### src/rtl/ikbd_link_pkg.sv
// ----------------------------------------------------------------------------
// ikbd_link_pkg
// Shared constants and state encodings for the host side of the IKBD serial
// link. The keyboard controller and host share one 2 MHz clock, so the bit
// period is a fixed clock count (256 clocks per bit, 7812.5 baud).
// ----------------------------------------------------------------------------
package ikbd_link_pkg;

   localparam int IKBD_CLKS_PER_BIT = 256;
   localparam int IKBD_FIFO_DEPTH   = 4;

   // Receive deserialiser states
   typedef enum logic [2:0] {
      R_IDLE  = 3'd0,
      R_START = 3'd1,
      R_DATA  = 3'd2,
      R_STOP  = 3'd3,
      R_BREAK = 3'd4
   } rx_state_t;

   // Transmit serialiser states
   typedef enum logic [1:0] {
      T_IDLE  = 2'd0,
      T_START = 2'd1,
      T_DATA  = 2'd2,
      T_STOP  = 2'd3
   } tx_state_t;

endpackage

### src/rtl/ikbd_link_fifo.sv
// ----------------------------------------------------------------------------
// ikbd_link_fifo
// Synchronous show-ahead FIFO: the head entry is presented on 'head' while
// the FIFO is non-empty. A pop on an empty FIFO is ignored. A push on a full
// FIFO is accepted only when a pop happens in the same cycle; otherwise it is
// discarded and the contents stay unchanged (the parent flags that as
// overrun).
//
// Ports:
//   clk        in   clock
//   res        in   synchronous active-high reset (empties the FIFO)
//   push       in   write push_data
//   push_data  in   WIDTH  data to write
//   pop        in   remove head entry
//   head       out  WIDTH  current head entry
//   full       out  level == DEPTH
//   empty      out  level == 0
//   level      out  $clog2(DEPTH)+1  occupancy, 0..DEPTH
// ----------------------------------------------------------------------------
module ikbd_link_fifo
   import ikbd_link_pkg::*;
#(
   parameter int DEPTH = IKBD_FIFO_DEPTH,
   parameter int WIDTH = 8
) (
   input  logic                     clk,
   input  logic                     res,
   input  logic                     push,
   input  logic [WIDTH-1:0]         push_data,
   input  logic                     pop,
   output logic [WIDTH-1:0]         head,
   output logic                     full,
   output logic                     empty,
   output logic [$clog2(DEPTH):0]   level
);

   localparam int AW = $clog2(DEPTH);
   localparam int LW = AW + 1;
   localparam logic [AW-1:0] PTR_ONE  = AW'(1);
   localparam logic [LW-1:0] LVL_ONE  = LW'(1);
   localparam logic [LW-1:0] LVL_ZERO = LW'(0);
   localparam logic [LW-1:0] LVL_FULL = LW'(DEPTH);

   logic [WIDTH-1:0] mem_r [DEPTH];
   logic [AW-1:0]    wr_ptr_r;
   logic [AW-1:0]    rd_ptr_r;
   logic [LW-1:0]    level_r;
   logic             do_pop_s;
   logic             do_push_s;

   assign full  = (level_r == LVL_FULL);
   assign empty = (level_r == LVL_ZERO);

   // A pop frees a slot in the same cycle, so a push while full still lands
   // when it coincides with a pop.
   assign do_pop_s  = pop & ~empty;
   assign do_push_s = push & (~full | do_pop_s);

   // Storage array write; cleared on reset so the head never reads unknown
   always_ff @(posedge clk) begin
      if (res) begin
         for (int i = 0; i < DEPTH; i++) begin
            mem_r[i] <= {WIDTH{1'b0}};
         end
      end else if (do_push_s) begin
         mem_r[wr_ptr_r] <= push_data;
      end
   end

   // Read/write pointers (wrap naturally, DEPTH is a power of two) and level
   always_ff @(posedge clk) begin
      if (res) begin
         wr_ptr_r <= '0;
         rd_ptr_r <= '0;
         level_r  <= LVL_ZERO;
      end else begin
         if (do_push_s) begin
            wr_ptr_r <= wr_ptr_r + PTR_ONE;
         end
         if (do_pop_s) begin
            rd_ptr_r <= rd_ptr_r + PTR_ONE;
         end
         case ({do_push_s, do_pop_s})
            2'b10:   level_r <= level_r + LVL_ONE;
            2'b01:   level_r <= level_r - LVL_ONE;
            default: level_r <= level_r;
         endcase
      end
   end

   assign head  = mem_r[rd_ptr_r];
   assign level = level_r;

endmodule

### src/rtl/ikbd_link.sv
// ----------------------------------------------------------------------------
// ikbd_link
// Host-side end of the IKBD serial link (6850-ACIA-style subset).
// Receives 8N1 bytes from the keyboard controller's TX pin into a small
// show-ahead FIFO, and transmits host command bytes onto its RX pin.
//
// Ports:
//   clk           in   system clock (2 MHz)
//   res           in   synchronous active-high reset
//   ikbd_tx       in   serial data from keyboard controller, idle high, async
//   ikbd_rx       out  serial data to keyboard controller, idle high
//   rx_data       out  8   head of receive FIFO
//   rx_valid      out  receive FIFO non-empty
//   rx_ack        in   pop head (ignored while rx_valid=0)
//   rx_level      out  $clog2(FIFO_DEPTH)+1  FIFO occupancy
//   rx_overrun    out  sticky: byte dropped because FIFO was full
//   rx_frame_err  out  sticky: stop bit sampled low
//   err_clr       in   clears both sticky flags (a same-cycle event wins)
//   tx_data       in   8   byte to send
//   tx_wr         in   write strobe, accepted only while tx_ready=1
//   tx_ready      out  transmitter idle
// ----------------------------------------------------------------------------
module ikbd_link
   import ikbd_link_pkg::*;
#(
   parameter int CLKS_PER_BIT = IKBD_CLKS_PER_BIT,
   parameter int FIFO_DEPTH   = IKBD_FIFO_DEPTH
) (
   input  logic                          clk,
   input  logic                          res,
   input  logic                          ikbd_tx,
   output logic                          ikbd_rx,
   output logic [7:0]                    rx_data,
   output logic                          rx_valid,
   input  logic                          rx_ack,
   output logic [$clog2(FIFO_DEPTH):0]   rx_level,
   output logic                          rx_overrun,
   output logic                          rx_frame_err,
   input  logic                          err_clr,
   input  logic [7:0]                    tx_data,
   input  logic                          tx_wr,
   output logic                          tx_ready
);

   localparam int CW = $clog2(CLKS_PER_BIT);
   // Counters count down to zero, so a load of N-1 expires N cycles later.
   localparam logic [CW-1:0] CNT_FULL = CW'(CLKS_PER_BIT - 1);
   localparam logic [CW-1:0] CNT_HALF = CW'(CLKS_PER_BIT / 2 - 1);
   localparam logic [CW-1:0] CNT_ONE  = CW'(1);
   localparam logic [CW-1:0] CNT_ZERO = CW'(0);
   localparam logic [2:0]    BIT_ZERO = 3'd0;
   localparam logic [2:0]    BIT_ONE  = 3'd1;
   localparam logic [2:0]    BIT_LAST = 3'd7;

   // ---------------------------------------------------------------- sync --
   logic sync1_r;
   logic sync2_r;
   logic rxs_prev_r;
   logic rxs_s;

   // Two-flop synchroniser plus one delayed copy for falling-edge detection
   always_ff @(posedge clk) begin
      if (res) begin
         sync1_r    <= 1'b1;
         sync2_r    <= 1'b1;
         rxs_prev_r <= 1'b1;
      end else begin
         sync1_r    <= ikbd_tx;
         sync2_r    <= sync1_r;
         rxs_prev_r <= sync2_r;
      end
   end

   assign rxs_s = sync2_r;

   // ------------------------------------------------------------------ RX --
   rx_state_t        rx_state_r;
   rx_state_t        rx_state_n;
   logic [CW-1:0]    rx_cnt_r;
   logic [CW-1:0]    rx_cnt_n;
   logic [2:0]       rx_bit_r;
   logic [2:0]       rx_bit_n;
   logic [7:0]       rx_shift_r;
   logic [7:0]       rx_shift_n;
   logic             push_s;
   logic             frame_evt_s;

   // RX state and datapath registers
   always_ff @(posedge clk) begin
      if (res) begin
         rx_state_r <= R_IDLE;
         rx_cnt_r   <= CNT_ZERO;
         rx_bit_r   <= BIT_ZERO;
         rx_shift_r <= 8'h00;
      end else begin
         rx_state_r <= rx_state_n;
         rx_cnt_r   <= rx_cnt_n;
         rx_bit_r   <= rx_bit_n;
         rx_shift_r <= rx_shift_n;
      end
   end

   // RX next-state: sample mid-bit, shift LSB first, check the stop bit
   always_comb begin
      rx_state_n  = rx_state_r;
      rx_cnt_n    = rx_cnt_r;
      rx_bit_n    = rx_bit_r;
      rx_shift_n  = rx_shift_r;
      push_s      = 1'b0;
      frame_evt_s = 1'b0;
      case (rx_state_r)
         R_IDLE: begin
            if (rxs_prev_r & ~rxs_s) begin
               rx_state_n = R_START;
               rx_cnt_n   = CNT_HALF;
            end else begin
               rx_state_n = R_IDLE;
            end
         end
         R_START: begin
            if (rx_cnt_r != CNT_ZERO) begin
               rx_cnt_n = rx_cnt_r - CNT_ONE;
            end else if (rxs_s) begin
               // line back high at mid-start: a glitch, not a frame
               rx_state_n = R_IDLE;
            end else begin
               rx_state_n = R_DATA;
               rx_cnt_n   = CNT_FULL;
               rx_bit_n   = BIT_ZERO;
            end
         end
         R_DATA: begin
            if (rx_cnt_r != CNT_ZERO) begin
               rx_cnt_n = rx_cnt_r - CNT_ONE;
            end else begin
               rx_shift_n = {rxs_s, rx_shift_r[7:1]};
               rx_cnt_n   = CNT_FULL;
               if (rx_bit_r == BIT_LAST) begin
                  rx_state_n = R_STOP;
               end else begin
                  rx_bit_n = rx_bit_r + BIT_ONE;
               end
            end
         end
         R_STOP: begin
            if (rx_cnt_r != CNT_ZERO) begin
               rx_cnt_n = rx_cnt_r - CNT_ONE;
            end else if (rxs_s) begin
               push_s     = 1'b1;
               rx_state_n = R_IDLE;
            end else begin
               frame_evt_s = 1'b1;
               rx_state_n  = R_BREAK;
            end
         end
         R_BREAK: begin
            // hold off until the line is released so a long low level
            // does not look like a new start bit
            if (rxs_s) begin
               rx_state_n = R_IDLE;
            end else begin
               rx_state_n = R_BREAK;
            end
         end
         default: begin
            rx_state_n = R_IDLE;
         end
      endcase
   end

   // ---------------------------------------------------------------- FIFO --
   logic fifo_full_s;
   logic fifo_empty_s;
   logic ovr_evt_s;

   ikbd_link_fifo #(
      .DEPTH (FIFO_DEPTH),
      .WIDTH (8)
   ) u_fifo (
      .clk       (clk),
      .res       (res),
      .push      (push_s),
      .push_data (rx_shift_r),
      .pop       (rx_ack),
      .head      (rx_data),
      .full      (fifo_full_s),
      .empty     (fifo_empty_s),
      .level     (rx_level)
   );

   assign rx_valid = ~fifo_empty_s;

   // Full implies non-empty, so rx_ack alone means a real pop here.
   assign ovr_evt_s = push_s & fifo_full_s & ~rx_ack;

   // ---------------------------------------------------------- sticky flags --
   logic ovr_r;
   logic ferr_r;

   // Sticky error flags; a new event outranks a same-cycle clear
   always_ff @(posedge clk) begin
      if (res) begin
         ovr_r  <= 1'b0;
         ferr_r <= 1'b0;
      end else begin
         if (ovr_evt_s) begin
            ovr_r <= 1'b1;
         end else if (err_clr) begin
            ovr_r <= 1'b0;
         end else begin
            ovr_r <= ovr_r;
         end
         if (frame_evt_s) begin
            ferr_r <= 1'b1;
         end else if (err_clr) begin
            ferr_r <= 1'b0;
         end else begin
            ferr_r <= ferr_r;
         end
      end
   end

   assign rx_overrun   = ovr_r;
   assign rx_frame_err = ferr_r;

   // ------------------------------------------------------------------ TX --
   tx_state_t        tx_state_r;
   tx_state_t        tx_state_n;
   logic [CW-1:0]    tx_cnt_r;
   logic [CW-1:0]    tx_cnt_n;
   logic [2:0]       tx_bit_r;
   logic [2:0]       tx_bit_n;
   logic [7:0]       tx_shift_r;
   logic [7:0]       tx_shift_n;
   logic             tx_line_r;
   logic             tx_line_n;
   logic             tx_ready_r;
   logic             tx_ready_n;

   // TX state, datapath and registered line/ready outputs
   always_ff @(posedge clk) begin
      if (res) begin
         tx_state_r <= T_IDLE;
         tx_cnt_r   <= CNT_ZERO;
         tx_bit_r   <= BIT_ZERO;
         tx_shift_r <= 8'h00;
         tx_line_r  <= 1'b1;
         tx_ready_r <= 1'b1;
      end else begin
         tx_state_r <= tx_state_n;
         tx_cnt_r   <= tx_cnt_n;
         tx_bit_r   <= tx_bit_n;
         tx_shift_r <= tx_shift_n;
         tx_line_r  <= tx_line_n;
         tx_ready_r <= tx_ready_n;
      end
   end

   // TX next-state: the line value for the next cycle is decided here and
   // registered, so each bit lasts exactly CLKS_PER_BIT cycles
   always_comb begin
      tx_state_n = tx_state_r;
      tx_cnt_n   = tx_cnt_r;
      tx_bit_n   = tx_bit_r;
      tx_shift_n = tx_shift_r;
      tx_line_n  = tx_line_r;
      tx_ready_n = tx_ready_r;
      case (tx_state_r)
         T_IDLE: begin
            if (tx_wr & tx_ready_r) begin
               tx_state_n = T_START;
               tx_cnt_n   = CNT_FULL;
               tx_shift_n = tx_data;
               tx_line_n  = 1'b0;
               tx_ready_n = 1'b0;
            end else begin
               tx_line_n  = 1'b1;
               tx_ready_n = 1'b1;
            end
         end
         T_START: begin
            if (tx_cnt_r != CNT_ZERO) begin
               tx_cnt_n = tx_cnt_r - CNT_ONE;
            end else begin
               tx_state_n = T_DATA;
               tx_cnt_n   = CNT_FULL;
               tx_bit_n   = BIT_ZERO;
               tx_line_n  = tx_shift_r[0];
               tx_shift_n = {1'b0, tx_shift_r[7:1]};
            end
         end
         T_DATA: begin
            if (tx_cnt_r != CNT_ZERO) begin
               tx_cnt_n = tx_cnt_r - CNT_ONE;
            end else if (tx_bit_r == BIT_LAST) begin
               tx_state_n = T_STOP;
               tx_cnt_n   = CNT_FULL;
               tx_line_n  = 1'b1;
            end else begin
               tx_cnt_n   = CNT_FULL;
               tx_bit_n   = tx_bit_r + BIT_ONE;
               tx_line_n  = tx_shift_r[0];
               tx_shift_n = {1'b0, tx_shift_r[7:1]};
            end
         end
         T_STOP: begin
            if (tx_cnt_r != CNT_ZERO) begin
               tx_cnt_n = tx_cnt_r - CNT_ONE;
            end else begin
               tx_state_n = T_IDLE;
               tx_line_n  = 1'b1;
               tx_ready_n = 1'b1;
            end
         end
         default: begin
            tx_state_n = T_IDLE;
            tx_line_n  = 1'b1;
            tx_ready_n = 1'b1;
         end
      endcase
   end

   assign ikbd_rx  = tx_line_r;
   assign tx_ready = tx_ready_r;

endmodule

### config.mk
export PLATFORM = sky130hd
export DESIGN_NAME = ikbd_link
export DESIGN_NICKNAME = d
export VERILOG_FILES = /design/src/rtl/ikbd_link_pkg.sv /design/src/rtl/ikbd_link_fifo.sv /design/src/rtl/ikbd_link.sv
export SDC_FILE = /design/constraint.sdc
export NUM_CORES = 1
export LEC_CHECK = 0
export CAP_MARGIN = 20
export CORE_ASPECT_RATIO = 2
export CORE_MARGIN = 2
export CORE_UTILIZATION = 59
export DETAILED_ROUTE_END_ITERATION = 10
export PLACE_DENSITY_LB_ADDON = 0.3
export SLEW_MARGIN = 20
export SYNTH_ARGS = -nofsm -noshare
export SYNTH_HDL_FRONTEND = slang
export SYNTH_SLANG_ARGS = --single-unit
### constraint.sdc
create_clock -name clk -period 3.4 [get_ports clk]
set_input_delay 0.85 -clock clk [delete_from_list [all_inputs] [get_ports clk]]
set_output_delay 0.85 -clock clk [all_outputs]
set_load 0.02 [all_outputs]
== Yosys cells after proc, flatten, opt, wreduce, memory -nomap -nowiden ==
Memories as Yosys holds them, arrays and structs flattened. A register that Yosys moved wholly into a read port is not among the register bits.
Index checks and enable logic that the tools add are counted.

* Equal/unequal tests: 28
* Bitwise operators: 12
* Reductions and logical operators: 25
* Multiplexer cells: 65
* Add/subtract/negate cells: 8

{| class="wikitable"
|+ Operators with widths
! operator !! count
|-
| 8-bit two-way mux || 13
|-
| 8-bit one-hot mux with 3 select lines || 2
|-
| 3-bit two-way mux || 12
|-
| 8-bit one-hot mux with 4 select lines || 1
|-
| 2-bit != test (second input constant) || 15
|-
| 1-bit two-way mux || 21
|-
| 2-bit two-way mux || 9
|-
| 3-bit one-hot mux with 2 select lines || 3
|-
| 8-bit nonzero test || 2
|-
| 8-bit by 1-bit subtractor with 8-bit output (second input constant) || 2
|-
| 3-bit one-hot mux with 5 select lines || 1
|-
| 5-bit AND reduction || 3
|-
| 3-bit == test (second input constant) || 4
|-
| 4-bit AND reduction || 3
|-
| 2-bit nonzero test || 6
|-
| 3-bit by 1-bit adder with 3-bit output (second input constant) || 3
|-
| 2-bit one-hot mux with 4 select lines || 1
|-
| 8-bit OR reduction || 1
|-
| 1-bit AND || 6
|-
| 2-bit == test (second input constant) || 3
|-
| 3-bit by 2-bit == test with 1-bit output (second input constant) || 2
|-
| 3-bit zero test || 2
|-
| 2-bit AND reduction || 3
|-
| 1-bit inverter || 5
|-
| other kinds (13) || 15
|}

* Bits in writable memories: 32
* Output and inout port bits: 16
* Flip-flop bits (word level): 57
* Input port bits: 14
* Memories: 1
* Word-level logic and storage cells: 157

{| class="wikitable"
|+ Memory list
! memory !! depth !! bits a word !! read ports !! clocked after memory_dff !! write ports !! RTL line !! text
|-
| u_fifo.mem_r || 4 || 8 || 1 || 1 || 4 || ikbd_link_fifo.sv:44 || <nowiki>logic [WIDTH-1:0] mem_r [DEPTH];</nowiki>
|}

== Depth between registers and ports, before layout ==
* Depth after elaboration: 10
* Gate-level depth with buffers: 10

== Modules after synthesis ==
Synthesis repeated with hierarchy kept, for this count alone.

* Cells, all modules: 431
* Area, all modules: 4508.1 um2

{| class="wikitable"
|+ By module, submodules not included
! module !! instances !! seq. area each (um2) !! area an instance (um2) !! cells each
|-
| ikbd_link || 1 || 1001.0 || 2631.3 || 300
|-
| ikbd_link_fifo || 1 || 1141.1 || 1876.8 || 131
|}

== Worst setup path before layout ==
No wires, ideal clock.

* Path kind: reg-to-reg
* Start point: reg rx_cnt_r[0]
* End point: mem u_fifo.mem_r[1][0], enable pin
* Stages on the path, launching flop included: 7
* Path slack: 0.947 ns
* Library setup time: 0.375 ns
* Data arrival time: 2.078 ns
* Path through: dfxtp_1 inv_1 ha_1 or3b_2 nor4b_4 nand2_1 o21bai_1

{| class="wikitable"
|+ RTL lines
! element !! RTL line !! text
|-
| from (decl) || ikbd_link.sv:79 || <nowiki>logic [CW-1:0] rx_cnt_r;</nowiki>
|-
| from (signal assigned) || ikbd_link.sv:97 || <nowiki>rx_cnt_r <= rx_cnt_n;</nowiki>
|-
| to (decl) || ikbd_link_fifo.sv:44 ||
|}

==> flow_summary_export.csv <==
group,metric,value,unit
finish,seq_area,2140,um^2
timing,fin_crit_sh,87.4,%
die,die_y,126,um
die,pin_count,30,
finish,multi_input_area,2110,um^2
power_and_ir_drop,power_density,708,nW/um^2
place,dp_cells,541,
timing,setup_tns,0,ps
route,drc_errors,0,
timing,slew_headroom,42.6,%
logic_synthesis,netlist_instances,432,
clocking,cts_root_buffer,"clkbuf_16",
place,dpl.hpwl,6340,um
worst_hold_path,holdCritStartpoint,"sync1_r$_SDFF_PP1_",
setup_path,path_cells,"mux4_2, clkdlybuf4s50_1",
worst_hold_path,hold_class,"register to register",
logic_synthesis,syn_avg_cell_area,10.2,um^2
power_and_ir_drop,power_leakage,1.84,nW
grt,grt_usage,23.8,%
timing,worst_slew_pin_slew,858,ps
grt,antenna_found_initial,0,
logic_synthesis,synth_fp_nets,459,
logic_synthesis,synth_edf_count,32,
finish,diodes,0,
setup_path,cp.required,2550,ps
setup_path,r2r-end,"u_fifo.mem_r[1][0]$_SDFFCE_PN0P_",
clocking,postCtsSetupBuffers,0,
grt,grt_pass1_vias,3204,
timing,holdWs,409,ps
die,initial_core_util,60.6,%
status,outcome,"finished clean",
finish,utilization,69.5,%
timing,grt_setup_unrepaired,"no",
route,ant_nets,0,
run,cap_violations,0,
setup_path,worstPathArrival,2120,ps
clocking,clk_pin_slew,60,ps
logic_synthesis,synth_area,4400,um^2
logic_synthesis,synth_seq_cells,91,
setup_path,worstSetupPathType,"register to output port",
route,first_pass_iters,4,
route,wl,8700,um
setup_path,cp_slowest_stage_delay,660,ps
finish,finalNonFillerCells,557,
finish,area_growth,14.7,%
power_and_ir_drop,power.total,3.57,mW
place,io_buffer_count,29,
finish,nNetsFinal,487,
route,routedWlPerCell,15.6,um
timing,fin_worst_skew,6.40,ps
clocking,clock_sinks,91,
logic_synthesis,synth-seq-area-share,48.6,%
timing,fmax,337,MHz
worst_hold_path,hold_end,"rxs_s$_SDFF_PP1_",
setup_path,end_kind,"output port",
setup_path,r2r_cells,6,
grt,grt_max_degree,63,
setup_path,r2r_setup_slack,730,ps
route,drt-initial-drc-count,144,
logic_synthesis,yosysWarningCount,0,
timing,period_needed,2970,ps
die,rows,44,
worst_hold_path,hold_path_depth,1,
clocking,clkLatencyLatePin,340,ps
setup_path,cpLargestDelayFamily,"flip-flops",
setup_path,r2r_start,"rx_cnt_r[0]$_SDFFE_PP0P_",
timing,setup_slack,429,ps
die,core,7270,um^2
logic_synthesis,synth-async-reset-ratio,0,%
power_and_ir_drop,ir_drop,0.000615,V
clocking,tritoncts,"built",
setup_path,crit_fanout,8,
logic_synthesis,synthFlopType,"dfxtp_1",
setup_path,cpMaxStageDelayCell,"dfxtp_1",
timing,hold_viol,0,
die,die_w,65.1,um
route,vias,3208,
clocking,hold_buffers,0,
place,gp_congestion,0.866,
grt,grt_pass1_wl,15100,um
place,placed_area,4770,um^2
setup_path,cp_num_buf_inv,1,
clocking,htreeDepth,3,
place,place_worst_setup_slack,343,ps
grt,grt_overflow_total,0,
timing,setup_viol,0,
clocking,numCtsBuffers,9,
finish,mostFrequentLayoutCells,"dfxtp_1, nor2_1, and2_1",
timing,final-max-slew-violation-count,0,
clocking,clk_path_buf_depth,2,
die,die-area,8210,um^2
setup_path,worstSetupStartpointType,"register",
logic_synthesis,yosysUniqueCellTypes,63,
clocking,cts_resized,0,
finish,drive_above_1_share,12.5,%
finish,fillers,569,
finish,fin_area,5050,um^2
route,vias_per_cell,5.76,
finish,final_common_cell,"dfxtp_1",
[worst max-delay path by stage]
| stage | from | to | slack (ps) | depth (start not counted) |
|---|---|---|---|---|
| floorplan | rx_cnt_r[0]$_SDFFE_PP0P_ | u_fifo.mem_r[1][0]$_SDFFCE_PN0P_ | 950 | 6 |
| global placement | rx_ack | u_fifo.mem_r[0][5]$_SDFFCE_PN0P_ | 370 | 7 |
| detailed placement | rx_ack | u_fifo.mem_r[0][5]$_SDFFCE_PN0P_ | 340 | 7 |
| CTS | register | rx_data[0] | 370 | 2 |
| global route | register | rx_data[4] | 330 | 2 |
| finish | register | rx_data[0] | 430 | 2 |
[worst reg2reg max path, delay by kind of cell (launching register included)]
| family | cells | cell delay [ps] |
|---|---|---|
| fa+ha+maj | 1 | 230 |
| buf+inv | 1 | 120 |
| simple gates | 3 | 930 |
| flops | 1 | 340 |
| compound gates | 1 | 690 |
[layout make-up]
class,instances,share of cell area [%]
well taps,92,2.28
repair buffers,37,6.84
clock inverters,5,0.743
clock buffers,11,4.81
multi-input cells,305,41.7
flip-flops and latches,91,42.4
inverters,16,1.19
[kinds of logic (layout without fill, tap and decap cells)]
group,after synthesis,in the layout,share of synthesized area (%)
AO/OA/AOI/OAI,92,92,13.6
buffers and inverters,36,69,3.52
multiplexers,19,19,6.85
flip-flops,91,91,48.6
AND/OR/NAND/NOR,173,173,21.9
XOR/XNOR,8,8,1.59
adder cells (fa/ha/maj),13,13,3.86
[flip-flops by register name, summed over array words and instances, names as in the netlist, 2 cells and up, named ones only]
name	cells
rx_bit_r	3
u_fifo.mem_r	32
tx_bit_r	3
rx_state_r	3
rx_cnt_r	8
tx_shift_r	8
tx_state_r	2
u_fifo.wr_ptr_r	2
u_fifo.level	3
rx_shift_r	8
tx_cnt_r	8
u_fifo.rd_ptr_r	2
[where the power goes]
part	switching [mW]	internal [mW]
clock	0.412	0.518
sequential	0.150	1.26
combinational	0.680	0.550
[Yosys cell counts, types with 3 or more instances]
library cell	n	area share, %
a211oi_1	16	2.7
inv_1	16	1.4
nor2b_1	4	0.57
o22ai_1	6	0.85
dfxtp_1	59	27
a21oi_1	29	3.3
nand3_1	15	1.7
nand2b_1	5	0.71
xor2_1	4	0.80
xnor2_1	4	0.80
nor2_1	48	4.1
o21ai_0	11	1.2
nor3_1	9	1.0
clkbuf_1	14	1.2
a31oi_1	7	0.99
o21a_1	5	0.85
mux2i_1	8	1.8
or3_1	3	0.43
nand3b_1	3	0.51
and2_1	33	4.7
ha_1	12	3.4
mux4_2	8	4.1
or2_2	6	0.85
nor3b_1	5	0.85
nand2_1	22	1.9
edfxtp_1	32	22
[routing by layer]
metal  part of all wire [%]  global-route usage [%]  vias to the layer above
li1                       -                       -                     1609
met5                      0                       0                        -
met3                    2.4                    4.55                       10
met2                     59                    45.5                       50
met1                     37                    24.9                     1539
met4                    1.8                    8.82                        0
Note: power is estimated with default switching activity, not from simulation.
